--- src/rtl/r_release_scheduler.sv ---
// rtl/r_release_scheduler.sv - in-order burst release controller for the per-UID response memory
// Bursts drain strictly in issue order; tracks busy UIDs, missing-RLAST and head-wait watchdog.
module r_release_scheduler #(
   parameter int NUM_UIDS    = 16,
   parameter int ID_WIDTH    = 4,
   parameter int ORDER_DEPTH = 16,
   parameter int MAX_BEATS   = 8,
   parameter int TIMEOUT_CYC = 1024
) (
   input  logic                clk,
   input  logic                rst_n,
   input  logic                alloc_valid,
   input  logic [ID_WIDTH-1:0] alloc_uid,
   output logic                alloc_ready,
   output logic                free_req,
   output logic [ID_WIDTH-1:0] uid_to_free,
   input  logic                beat_fire,
   input  logic                beat_last,
   output logic                burst_done,
   output logic [NUM_UIDS-1:0] busy_vec,
   input  logic                err_clr,
   output logic                err_no_last,
   output logic                err_timeout
);

   localparam int AW        = (ORDER_DEPTH > 1) ? $clog2(ORDER_DEPTH) : 1;
   localparam int PW        = AW + 1;
   localparam int BW        = $clog2(MAX_BEATS + 1);
   localparam int WW        = $clog2(TIMEOUT_CYC + 1);
   localparam int UID_SPACE = 2 ** ID_WIDTH;

   typedef enum logic [1:0] {IDLE = 2'd0, SEEK = 2'd1, STREAM = 2'd2} state_t;

   state_t              state, state_nxt;
   logic [ID_WIDTH-1:0] mem [ORDER_DEPTH];
   logic [PW-1:0]       wr_ptr, rd_ptr, count;
   logic [AW-1:0]       rd_idx1;
   logic [ID_WIDTH-1:0] head, uid_reg, uid_nxt;
   logic [BW-1:0]       beat_cnt;
   logic [WW-1:0]       wait_cnt;
   logic [UID_SPACE-1:0] busy_ext;
   logic [NUM_UIDS-1:0] busy_r, busy_nxt;
   logic                fifo_full, fifo_empty, acc, active;
   logic                force_pop, pop, to_hit;
   logic                err_nl_r, err_to_r;

   // UIDs beyond NUM_UIDS read as permanently busy so they are never accepted.
   genvar g;
   generate
      for (g = 0; g < UID_SPACE; g++) begin : g_busy_ext
         if (g < NUM_UIDS) begin : g_real
            assign busy_ext[g] = busy_r[g];
         end else begin : g_pad
            assign busy_ext[g] = 1'b1;
         end
      end
   endgenerate

   assign count       = wr_ptr - rd_ptr;
   assign fifo_empty  = (count == '0);
   assign fifo_full   = (count == PW'(ORDER_DEPTH));
   assign head        = mem[rd_ptr[AW-1:0]];
   assign rd_idx1     = rd_ptr[AW-1:0] + AW'(1);

   assign alloc_ready = rst_n & !fifo_full & !busy_ext[alloc_uid];
   assign acc         = alloc_valid & alloc_ready;
   assign active      = (state != IDLE);

   // A burst running MAX_BEATS beats without last is popped as if it ended.
   assign force_pop   = active & beat_fire & !beat_last & (beat_cnt == BW'(MAX_BEATS - 1));
   assign pop         = (active & beat_fire & beat_last) | force_pop;
   assign to_hit      = active & !beat_fire & (wait_cnt == WW'(TIMEOUT_CYC - 1));

   assign free_req    = active;
   assign uid_to_free = uid_reg;
   assign burst_done  = pop;
   assign busy_vec    = busy_r;
   assign err_no_last = err_nl_r;
   assign err_timeout = err_to_r;

   always_comb begin
      state_nxt = state;
      uid_nxt   = uid_reg;
      case (state)
         IDLE: begin
            if (acc || !fifo_empty) begin
               state_nxt = SEEK;
               uid_nxt   = fifo_empty ? alloc_uid : head;
            end
         end
         SEEK, STREAM: begin
            if (pop) begin
               if (count > PW'(1)) begin
                  state_nxt = SEEK;
                  uid_nxt   = mem[rd_idx1];
               end else if (acc) begin
                  state_nxt = SEEK;
                  uid_nxt   = alloc_uid;
               end else begin
                  state_nxt = IDLE;
                  uid_nxt   = '0;
               end
            end else if (beat_fire) begin
               state_nxt = STREAM;
            end
         end
         default: begin
            state_nxt = IDLE;
            uid_nxt   = '0;
         end
      endcase
   end

   always_comb begin
      busy_nxt = busy_r;
      for (int u = 0; u < NUM_UIDS; u++) begin
         if (pop && head == ID_WIDTH'(u)) busy_nxt[u] = 1'b0;
         if (acc && alloc_uid == ID_WIDTH'(u)) busy_nxt[u] = 1'b1;
      end
   end

   always_ff @(posedge clk) begin
      if (acc) mem[wr_ptr[AW-1:0]] <= alloc_uid;
   end

   always_ff @(posedge clk or negedge rst_n) begin
      if (!rst_n) begin
         state    <= IDLE;
         uid_reg  <= '0;
         wr_ptr   <= '0;
         rd_ptr   <= '0;
         beat_cnt <= '0;
         wait_cnt <= '0;
         busy_r   <= '0;
         err_nl_r <= 1'b0;
         err_to_r <= 1'b0;
      end else begin
         state   <= state_nxt;
         uid_reg <= uid_nxt;
         busy_r  <= busy_nxt;
         if (acc) wr_ptr <= wr_ptr + PW'(1);
         if (pop) rd_ptr <= rd_ptr + PW'(1);

         if (pop || !active)  beat_cnt <= '0;
         else if (beat_fire)  beat_cnt <= beat_cnt + BW'(1);

         if (pop || !active || beat_fire)        wait_cnt <= '0;
         else if (wait_cnt != WW'(TIMEOUT_CYC))  wait_cnt <= wait_cnt + WW'(1);

         // A same-cycle error set overrides err_clr.
         if (force_pop)    err_nl_r <= 1'b1;
         else if (err_clr) err_nl_r <= 1'b0;

         if (to_hit)       err_to_r <= 1'b1;
         else if (err_clr) err_to_r <= 1'b0;
      end
   end

endmodule

--- config.mk ---
export PLATFORM = sky130hd
export DESIGN_NAME = r_release_scheduler
export DESIGN_NICKNAME = d
export VERILOG_FILES = /design/src/rtl/r_release_scheduler.sv
export SDC_FILE = /design/constraint.sdc
export NUM_CORES = 1
export LEC_CHECK = 0
export BUFFER_PORTS_ARGS = -buffer_cell sky130_fd_sc_hd__buf_2
export CORE_ASPECT_RATIO = 1.25
export CORE_MARGIN = 5
export CORE_UTILIZATION = 42
export CTS_BUF_LIST = sky130_fd_sc_hd__clkbuf_8
export DETAILED_ROUTE_END_ITERATION = 10
export GPL_TIMING_DRIVEN = 0
export HOLD_SLACK_MARGIN = 0.15
export PLACE_DENSITY = 0.67
export SLEW_MARGIN = 10
export SYNTH_ARGS = -nofsm -noshare
export SYNTH_HDL_FRONTEND = slang
export SYNTH_SLANG_ARGS = --single-unit
export TNS_END_PERCENT = 100
--- constraint.sdc ---
create_clock -name clk -period 3.5 [get_ports clk]
set_clock_uncertainty 0.05 [all_clocks]
set_input_delay 1.05 -clock clk [delete_from_list [all_inputs] [get_ports clk]]
set_output_delay 1.05 -clock clk [all_outputs]
set_load 0.01 [all_outputs]
==> run metrics, run 1 <==
r2r worst-path depth 9; cell count after synthesis 448; Final Hold Vio Count 0; Pint 3540 µW; via count 3974; minimum clock period 3.47 ns; Sw Pwr around 2500 µW; CP max stage delay ~0.53 ns; Top delay family on crit path multiplexers; status complete, no violations; CTS tree done; Crit. End Element output port; worst-skew pair later-pin latency 0.44 ns; vias per cell roughly 5.7; Placement Setup Slack -0.685 ns; total placed cells including tap cells 657; Post-Syn Area between 5000 and 6000 µm²; Sw Share around two fifths; largest fanout on the critical path 6; Pre-antenna DRT Iters 4; EDFF count, synth 64; initial antenna violation count 0; most repeated cell in the gate-level netlist after synthesis edfxtp_1; core footprint 13800 µm²; # port buffers 34; Critical Path AT 2.37 ns; # nets final about 530; Clock Sinks 113; number of global-route vias before repair around 4200; critical-path cell list buf_16, mux4_2, a22oi_4, nand4_4, a31oi_1, buf_2; critical path's slowest cell mux4_2; Peak supply drop 449 µV; Area contributors post-synth edfxtp_1, dfrtp_1, mux4_2; total CTS buffers 17; Die X-Extent around 120 µm; CTS Hold Bufs 0; power per cell area 894 nW/µm²; fraction of registers with async set or reset after synthesis 43.4%; Rows 48; Bufs and invs on worst path 2; post-DP HPWL about 9900 µm; share of cells above drive strength 1 25.3%; area share of fa/ha/maj cells after synthesis 3.33%; Worst Max-Slew Pin Slew roughly 0.64 ns; CTS Buffer Depth 2; Synth Register Bits 113; Hold WC Path Type register to register; chip height 142 µm; WHS Endpoint rd_ptr[4]; reg2reg start rd_ptr[1]; worst path required time 2.40 ns; post-synth top area cell edfxtp_1; syn_area_per_cell 13.1 µm²; area of the multi-input gates 2570 µm²; Synth warnings 0; clk root buf clkbuf_8; worst setup margin 0.0269 ns; Ant. Diodes 0; I/O pins 35; first-pass GRT wire length ~22000 µm; Max Freq 288 MHz; Final setup viols 0; Final Instance Area 6780 µm²; Flop pwr share 30.7%; Max-Cap Viols 0; Register Area 3150 µm²; Iteration-0 DRC Markers 237; clock share of power 18.7%; P_leak 0.00260 µW; Crit Path Category input pin to output port; Synth Area in Compound Gates ~11%; placed cell area 6250 µm²; largest net degree at the start of global routing 51; Area growth, synth to finish 15.6%; H-tree level count 4; min-delay src rd_ptr[4]; routability cong. 0.927; Yosys cell types between 50 and 60; Post-route DRC 0; worst hold stages 1; Total Neg Setup Slack 0 ns; Gate power share 50.6%; Slew HR 57.4%; Tot GR Track Use between 10% and 20%; Starting Density between 40% and 50%; post-synthesis mux area share 14.8%; final instance count without filler cells 696; Wirelength per Cell 19.7 µm; crit start category input pin; post-synthesis xor/xnor area fraction 3.42%; grt total ovfl 0; internal reg-to-reg setup slack 0.21 ns; main combinational cell family by area after synthesis multiplexers; share of the yosys chip area belonging to registers 53.7%; Total Wirelength 13700 µm; Tcrit/Tclk final 99.2%; reg2reg end uid_to_free[2]; max-slew violations 0; Yosys top cell area share 32.8%; Die ar. 16400 µm²; RSZ-0062 raised after global routing yes; syn nets between 400 and 500; fill count 1182; Worst-path clk slew 0.07 ns; synth cell count leaders edfxtp_1, dfrtp_1, o21ai_0, mux4_2, nor2_1; ys flop type edfxtp_1; Simple-Gate Fraction of Synth Area 10.7%; Routed Antenna Nets 0
## cell usage in the layout (no fill, tap or decap), drive strengths merged, types with 11 or more instances in the layout
cell type and n:
nand3 13, o21ai 36, xnor2 11, ha 14, inv 24, buf 48, clkbuf 26, nor2 24
mux4 27, nand2 23, a21oi 16, dfrtp 49, xor2 11, edfxtp 64, mux2i 23, and2 17
## kinds of logic (layout without fill, tap and decap cells)
logic type / Yosys count / after routing
AO/OA/AOI/OAI: 95 / 95
XOR/XNOR: 22 / 22
adder cells (fa/ha/maj): 15 / 15
flip-flops: 113 / 113
AND/OR/NAND/NOR: 115 / 115
multiplexers: 52 / 52
buffers and inverters: 36 / 109
## registers in the layout, summed over array words and instances, names as in the netlist, 2 cells and up
| signal | flops |
|---|---|
| mem | 64 |
| busy_vec | 16 |
| wait_cnt | 11 |
| rd_ptr | 5 |
| wr_ptr | 5 |
| beat_cnt | 4 |
| uid_to_free | 4 |
| state | 2 |
## how the worst max path moves through the flow
stage                            start           to  slack (ns)  depth (start not counted)
after floorplan           alloc_uid[0]  alloc_ready        0.14                          5
after detailed placement  alloc_uid[0]    mem[4][2]       -0.68                         10
after global routing      alloc_uid[0]  alloc_ready       -0.04                          6
after CTS                 alloc_uid[0]  alloc_ready       -0.03                          6
after global placement    alloc_uid[0]    mem[4][2]       -0.57                         10
final                     alloc_uid[0]  alloc_ready        0.03                          6
## final cells by class
type / instances / area share [%]
sequential: 113 / 46.5
inverter: 19 / 1.05
multi-input combinational: 299 / 38.0
clock buffer: 17 / 3.45
clock inverter: 15 / 1.99
timing repair buffer: 44 / 4.58
buffer: 14 / 1.20
tap: 175 / 3.23
## through the flow
stage               utilization (%)  hold WS, ns  total power, µW
finish                         49.3        0.447             6060
detailed placement             45.4        0.432             4720
global placement               45.4        0.421             4670
global route                   49.3        0.471             6450
floorplan                         -        0.415             3910
CTS                            48.9        0.454             6000
## power by group through the flow
stage	Sequential (µW)	Clock (µW)	Combinational, µW
2_1_floorplan	1850	0	2050
3_3_place_gp	1840	0	2830
3_5_place_dp	1850	0	2870
4_1_cts	1840	1150	3000
5_1_grt	1890	1220	3340
6_report	1860	1130	3070
## timing repair
item	CTS	global route
setup buffers	5	4
pin swaps	3	4
gates resized for setup	18	7
setup endpoints to repair	34	17
cloned	1	0
## metal layers
layer | global-route usage, % | routed length, µm
met3 | 3.87 | 644
met4 | 7.27 | 368
met2 | 30.5 | 7200
met5 | 0 | 0
met1 | 21.7 | 5520
Power figures use the tool's default switching activity.
==> inputs of run 2 (changes only) <==
--- a/config.mk
+++ b/config.mk
@@ -5,6 +5,7 @@
 export SDC_FILE = /design/constraint.sdc
 export NUM_CORES = 1
 export LEC_CHECK = 0
+export ABC_AREA = 1
 export BUFFER_PORTS_ARGS = -buffer_cell sky130_fd_sc_hd__buf_2
 export CORE_ASPECT_RATIO = 1.25
 export CORE_MARGIN = 5
@@ -13,7 +14,7 @@
 export DETAILED_ROUTE_END_ITERATION = 10
 export GPL_TIMING_DRIVEN = 0
 export HOLD_SLACK_MARGIN = 0.15
-export PLACE_DENSITY = 0.67
+export PLACE_DENSITY = 0.66
 export SLEW_MARGIN = 10
 export SYNTH_ARGS = -nofsm -noshare
 export SYNTH_HDL_FRONTEND = slang
==> run 2 against run 1 <==
Net effect: fmax up 2.3%; routed wire length is 29% higher; flip-flop and latch count unchanged; global-route usage increased by 2.8 points; first-iteration DRC count up 65%; sequential power is essentially flat; combinational power is 25% higher; clock power increased by 26%; cell count increased by 49%; clock-buffer cell count is 3 higher; critical endpoint unchanged; largest cell class unchanged.
==> run metrics, run 2 <==
Starting Density 42.9% (was 42.6%); share of cells above drive strength 1 17.2% (was 25.3%); CTS tree done (unchanged); Post-Syn Area 6440 µm² (was 5860 µm²); crit start category input pin (unchanged); Final Instance Area 7370 µm² (was 6780 µm²); P_leak 0.00333 µW (was 0.00260 µW); Synth warnings 0 (unchanged); EDFF count, synth 64 (unchanged); Area growth, synth to finish 14.5% (was 15.6%); clk root buf clkbuf_8 (unchanged); minimum clock period 3.39 ns (was 3.47 ns); critical-path cell list buf_4, buf_4, nor2_4, nand2_1, nand2_1, nor2_2, nor2_2, nor2_4, and3_1, buf_2 (was buf_16, mux4_2, a22oi_4, nand4_4, a31oi_1, buf_2); Rows 50 (was 48); largest fanout on the critical path 18 (was 6); vias per cell 5.35 (was 5.71); max reg flops 64 (unchanged); Die ar. 17900 µm² (was 16400 µm²); worst-skew pair later-pin latency 0.42 ns (was 0.44 ns); post-synth top area cell edfxtp_1 (unchanged); Ant. Diodes 0 (unchanged); Peak supply drop 499 µV (was 449 µV); # nets final 870 (was 533); I/O pins 35 (unchanged); fraction of registers with async set or reset after synthesis 43.4% (unchanged); total CTS buffers 17 (unchanged); Pre-antenna DRT Iters 7 (was 4); cell count after synthesis 790 (was 448); H-tree level count 4 (unchanged); Routed Antenna Nets 0 (unchanged); Flop pwr share 26.2% (was 30.7%); worst setup margin 0.105 ns (was 0.0269 ns); CTS Buffer Depth 2 (unchanged); most common cell after layout, fill and taps aside nand2_1 (was edfxtp_1); Pint 3820 µW (was 3540 µW); Crit. End Element output port (unchanged); placed cell area 6840 µm² (was 6250 µm²); syn_area_per_cell 8.15 µm² (was 13.1 µm²); Sw Pwr 3320 µW (was 2520 µW); post-DP HPWL 12800 µm (was 9930 µm); Placement Setup Slack -0.660 ns (was -0.685 ns); Die X-Extent 121 µm (was 116 µm); Tot GR Track Use 20.6% (was 17.8%); status complete, no violations (unchanged); Synth Register Bits 113 (unchanged); Post-route DRC 0 (unchanged); power per cell area 969 nW/µm² (was 894 nW/µm²); Hold WC Path Type register to register (unchanged); total placed cells including tap cells 1006 (was 657); # port buffers 34 (unchanged); max-slew violations 0 (unchanged); Crit Path Category input pin to output port (unchanged); Tcrit/Tclk final 97.0% (was 99.2%); synth cell count leaders nand2_1, nand3_1, edfxtp_1, inv_1, dfrtp_1 (was edfxtp_1, dfrtp_1, o21ai_0, mux4_2, nor2_1); via count 5561 (was 3974); Clock Sinks 113 (unchanged); ys flop type edfxtp_1 (unchanged); Slew HR 34.1% (was 57.4%); Wirelength per Cell 17.0 µm (was 19.7 µm); syn nets 815 (was 473); chip height 148 µm (was 142 µm); Sw Share 46.5% (was 41.6%); largest net degree at the start of global routing 51 (unchanged); critical path's slowest cell buf_4 (was mux4_2); Critical Path AT 2.29 ns (was 2.37 ns); Final setup viols 0 (unchanged); Worst Max-Slew Pin Slew 0.981 ns (was 0.639 ns); worst path required time 2.40 ns (about the same); Max Freq 295 MHz (was 288 MHz); Max-Cap Viols 0 (unchanged); Iteration-0 DRC Markers 391 (was 237); Bufs and invs on worst path 3 (was 2); Total Wirelength 17700 µm (was 13700 µm); Yosys cell types 42 (was 57); first-pass GRT wire length 28600 µm (was 22500 µm); clock share of power 19.9% (was 18.7%); RSZ-0062 raised after global routing yes (unchanged); Final Hold Vio Count 0 (unchanged); grt total ovfl 0 (unchanged); Top delay family on crit path buffers and inverters (was multiplexers); share of the yosys chip area belonging to registers 48.9% (was 53.7%); routability cong. 0.950 (was 0.927); core footprint 15000 µm² (was 13800 µm²); number of global-route vias before repair 5462 (was 4195); Yosys top cell area share 29.8% (was 32.8%); final instance count without filler cells 1040 (was 696); initial antenna violation count 0 (unchanged); CP max stage delay 0.25 ns (was 0.53 ns); fill count 1470 (was 1182); Gate power share 53.9% (was 50.6%); Area contributors post-synth edfxtp_1, dfrtp_1, nand2_1 (was edfxtp_1, dfrtp_1, mux4_2); Worst-path clk slew 0.07 ns (about the same); most frequent cells in the layout nand2_1, nand3_1, inv_1, edfxtp_1 (was edfxtp_1, dfrtp_1, o21ai_0); most repeated cell in the gate-level netlist after synthesis nand2_1 (was edfxtp_1)
## run 2: changes by cell type in the layout (fill, tap and decap cells not counted), sizes merged, moves of 7 or more
cell    delta
and2      -16
o221ai     -8
nand2    +274
buf       +11
nand3b     -7
xnor2     -10
o21ai     -12
nor3      +16
inv       +52
nand3     +95
mux4      -27
mux2i     -23
nor2      +38
## run 2: kinds of logic after synthesis
group | after synthesis | share of synthesized area (%)
AOI/OAI and AO/OA | 53 | 5.44
xor gates and xnor gates | 10 | 1.36
adders and majority gates | 15 | 3.03
buffers and inverters | 97 | 7.00
DFF | 113 | 48.9
and+or+nand+nor | 502 | 34.3
## run 2: power by group through the flow
stage | registers (µW) | logic [µW] | clock network, µW
after floorplan | 1890 | 2620 | 0
after global placement | 1900 | 3700 | 0
after detailed placement | 1890 | 3740 | 0
after CTS | 1860 | 3800 | 1440
after global routing | 1900 | 4260 | 1510
final | 1870 | 3850 | 1420
## run 2: path summary, 6_finish.rpt
kind / start / to / slack [ns] / depth (start not counted)
setup reg to reg: wr_ptr[0] / mem[4][2] / 0.27 / 10
max in group asynchronous: rst_n / rd_ptr[3] / 2.29 / 1
setup / recovery: alloc_uid[0] / alloc_ready / 0.11 / 10
hold / removal: uid_to_free[0] / uid_to_free[0] / 0.43 / 2
hold reg to reg: uid_to_free[0] / uid_to_free[0] / 0.43 / 2
min in group asynchronous: rst_n / wait_cnt[7] / 0.60 / 1
## run 2: layer usage
layer  GRT usage (%)  vias to the layer above  wire length (µm)
met4            9.69                        0               658
met2            35.4                      221              8830
met1            25.1                     2597              7210
li1                -                     2694                 -
met5               0                        -                 0
met3            3.61                       49              1000
## run 2: timing repair
action / CTS / global route
resized for setup: 7 / 14
hold buffers: 0 / 0
setup buffers: 2 / 0
endpoints found under the setup margin: 21 / 14
## run 2: layout make-up
| cell class | count | area, µm² | area share, % |
|---|---|---|---|
| Tap cell | 182 | 228 | 3.09 |
| Sequential cell | 113 | 3150 | 42.8 |
| Buffer | 25 | 181 | 2.46 |
| Clock buffer | 20 | 275 | 3.73 |
| Multi-Input combinational cell | 580 | 2870 | 38.9 |
| Timing Repair Buffer | 36 | 199 | 2.70 |
| Clock inverter | 12 | 189 | 2.56 |
| Inverter | 72 | 278 | 3.77 |
## run 2: tightest hold or removal path: stages (launching register included)
cell and delay (ns):
dfrtp_1 0.34, nand2_1 0.05, nand2_1 0.05
## run 2: stage by stage
stage               hold slack, ns  setup TNS [ns]  total power, µW  util (%)
floorplan                    0.406               0             4510         -
global placement             0.412          -22.88             5590      45.5
detailed placement           0.411          -24.63             5630      45.5
CTS                          0.429               0             7100      48.8
global route                 0.444         -0.0242             7670      49.1
finish                       0.428               0             7140      49.1
==> inputs of run 3 (changes only) <==
--- a/config.mk
+++ b/config.mk
@@ -8,13 +8,14 @@
 export ABC_AREA = 1
 export BUFFER_PORTS_ARGS = -buffer_cell sky130_fd_sc_hd__buf_2
 export CORE_ASPECT_RATIO = 1.25
-export CORE_MARGIN = 5
-export CORE_UTILIZATION = 42
+export CORE_MARGIN = 3
+export CORE_UTILIZATION = 64
 export CTS_BUF_LIST = sky130_fd_sc_hd__clkbuf_8
 export DETAILED_ROUTE_END_ITERATION = 10
 export GPL_TIMING_DRIVEN = 0
 export HOLD_SLACK_MARGIN = 0.15
-export PLACE_DENSITY = 0.66
+export PLACE_DENSITY = 0.91
+export SKIP_LAST_GASP = 1
 export SLEW_MARGIN = 10
 export SYNTH_ARGS = -nofsm -noshare
 export SYNTH_HDL_FRONTEND = slang
==> run 3 against run 2 <==
Net effect: critical path depth fell by 2; sequential power barely moved; first-iteration DRC count rose by 100%; hold slack improved by 0.0045 ns; non-clock buffer count rose by 1; power rose by 0.60%; flip-flop and latch count did not move; critical path type unchanged; largest cell class unchanged; largest power group unchanged.
==> run metrics, run 3 (synthesis results as in run 2) <==
status complete, no violations (unchanged); # nets final 871 (was 870); Die X-Extent 95.7 µm (was 121 µm); core footprint 9710 µm² (was 15000 µm²); Critical Path AT 2.39 ns (was 2.29 ns); Tot GR Track Use 33.0% (was 20.6%); RSZ-0062 raised after global routing yes (unchanged); Post-route DRC 0 (unchanged); worst hold slack 0.432 ns (was 0.428 ns); Area growth, synth to finish 12.8% (was 14.5%); largest fanout on the critical path 22 (was 18); worst setup margin 0.00899 ns (was 0.105 ns); Flop pwr share 25.9% (was 26.2%); total CTS buffers 17 (unchanged); Starting Density 66.3% (was 42.9%); clock share of power 19.0% (was 19.9%); most frequent cells in the layout nand2_1, nand3_1, inv_1 (was nand2_1, nand3_1, inv_1, edfxtp_1); CTS Hold Bufs 0 (unchanged); Total Wirelength 17900 µm (was 17700 µm); H-tree level count 4 (unchanged); Worst-path clk slew 0.07 ns (about the same); Routed Antenna Nets 0 (unchanged); Pre-antenna DRT Iters 7 (unchanged); Sw Pwr 3460 µW (was 3320 µW); final core occ 74.8% (was 49.1%); clk root buf clkbuf_8 (unchanged); power per cell area 989 nW/µm² (was 969 nW/µm²); Crit Path Category input pin to output port (unchanged); Ant. Diodes 0 (unchanged); Max-Cap Viols 0 (unchanged); Max Freq 286 MHz (was 295 MHz); Total Neg Setup Slack 0 ns (unchanged); first-pass GRT wire length 28600 µm (about the same); routability cong. 0.992 (was 0.950); CTS tree done (unchanged); Placement Setup Slack -0.311 ns (was -0.660 ns); number of global-route vias before repair 6007 (was 5462); Gate power share 55.1% (was 53.9%); Hold WC Path Type register to register (unchanged); chip height 118 µm (was 148 µm); share of cells above drive strength 1 17.1% (was 17.2%); Die ar. 11300 µm² (was 17900 µm²); Rows 40 (was 50); # port buffers 34 (unchanged); Pwr Total 7180 µW (was 7140 µW); vias per cell 6.05 (was 5.35); crit start category input pin (unchanged); P_leak 0.00331 µW (was 0.00333 µW); Crit. End Element output port (unchanged); CTS Buffer Depth 2 (unchanged); Iteration-0 DRC Markers 783 (was 391); max-slew violations 0 (unchanged); post-DP HPWL 12600 µm (was 12800 µm); via count 5957 (was 5561); worst path required time 2.40 ns (about the same); largest net degree at the start of global routing 51 (unchanged); initial antenna violation count 0 (unchanged); worst-skew pair later-pin latency 0.45 ns (was 0.42 ns); most common cell after layout, fill and taps aside nand2_1 (unchanged); Slew HR 41.6% (was 34.1%); I/O pins 35 (unchanged); Pint 3730 µW (was 3820 µW); Peak supply drop 598 µV (was 499 µV); minimum clock period 3.49 ns (was 3.39 ns); Tcrit/Tclk final 99.7% (was 97.0%); Final setup viols 0 (unchanged); Sw Share 48.1% (was 46.5%); Wirelength per Cell 18.2 µm (was 17.0 µm); grt total ovfl 0 (unchanged); Clock Sinks 113 (unchanged); Final Hold Vio Count 0 (unchanged); Worst Max-Slew Pin Slew 0.874 ns (was 0.981 ns); max reg flops 64 (unchanged)
## run 3: stage by stage
step,cells,instance area (µm²)
after floorplan,790,6440
after global placement,950,6770
after detailed placement,950,6770
after CTS,984,7240
after global routing,985,7270
final,985,7270
## run 3: worst paths after layout
check | cells after the start | slack (ns) | start | end
hold / removal | 2 | 0.43 | uid_to_free[3] | uid_to_free[3]
min in group asynchronous | 1 | 0.57 | rst_n | wait_cnt[5]
setup reg to reg | 10 | 0.43 | rd_ptr[2] | mem[13][2]
setup / recovery | 8 | 0.009 | alloc_uid[3] | alloc_ready
hold reg to reg | 2 | 0.43 | uid_to_free[3] | uid_to_free[3]
max in group asynchronous | 1 | 2.34 | rst_n | rd_ptr[3]
## run 3: what timing repair did
action / in CTS / in global routing
resized for setup: 8 / 6
pin swaps: 2 / 0
cloned: 0 / 0
endpoints found under the setup margin: 2 / 2
setup buffers: 2 / 2
## run 3: power by group through the flow
stage	combinational (µW)	clock [µW]	sequential, µW
CTS	3800	1360	1860
floorplan	2620	0	1890
finish	3960	1360	1860
global route	4260	1420	1880
global placement	3590	0	1870
detailed placement	3720	0	1890
## run 3: final cells by class
class                   count  area (µm²)
flip-flops and latches    113        3150
well taps                 126         158
repair buffers             38         211
multi-input cells         580        2860
inverters                  72         277
plain buffers              24         170
clock inverters            14         190
fillers                   683        2440
clock buffers              18         248
## run 3: worst max-delay path, cell delays in order
cell,delay (ns)
buf_2,0.40
inv_1,0.16
nor2_1,0.15
inv_1,0.08
nor2_2,0.16
nor2_4,0.06
and3_1,0.18
buf_2,0.14
## run 3: per-layer routing
metal / vias up / GRT usage, % / wire [µm] / part of all wire, %
li1: 2697 / - / - / -
met1: 2724 / 38.0 / 6150 / 34
met2: 421 / 55.9 / 9050 / 51
met3: 115 / 5.86 / 1550 / 8.7
met4: 0 / 19.9 / 1160 / 6.5
met5: - / 0 / 0 / 0
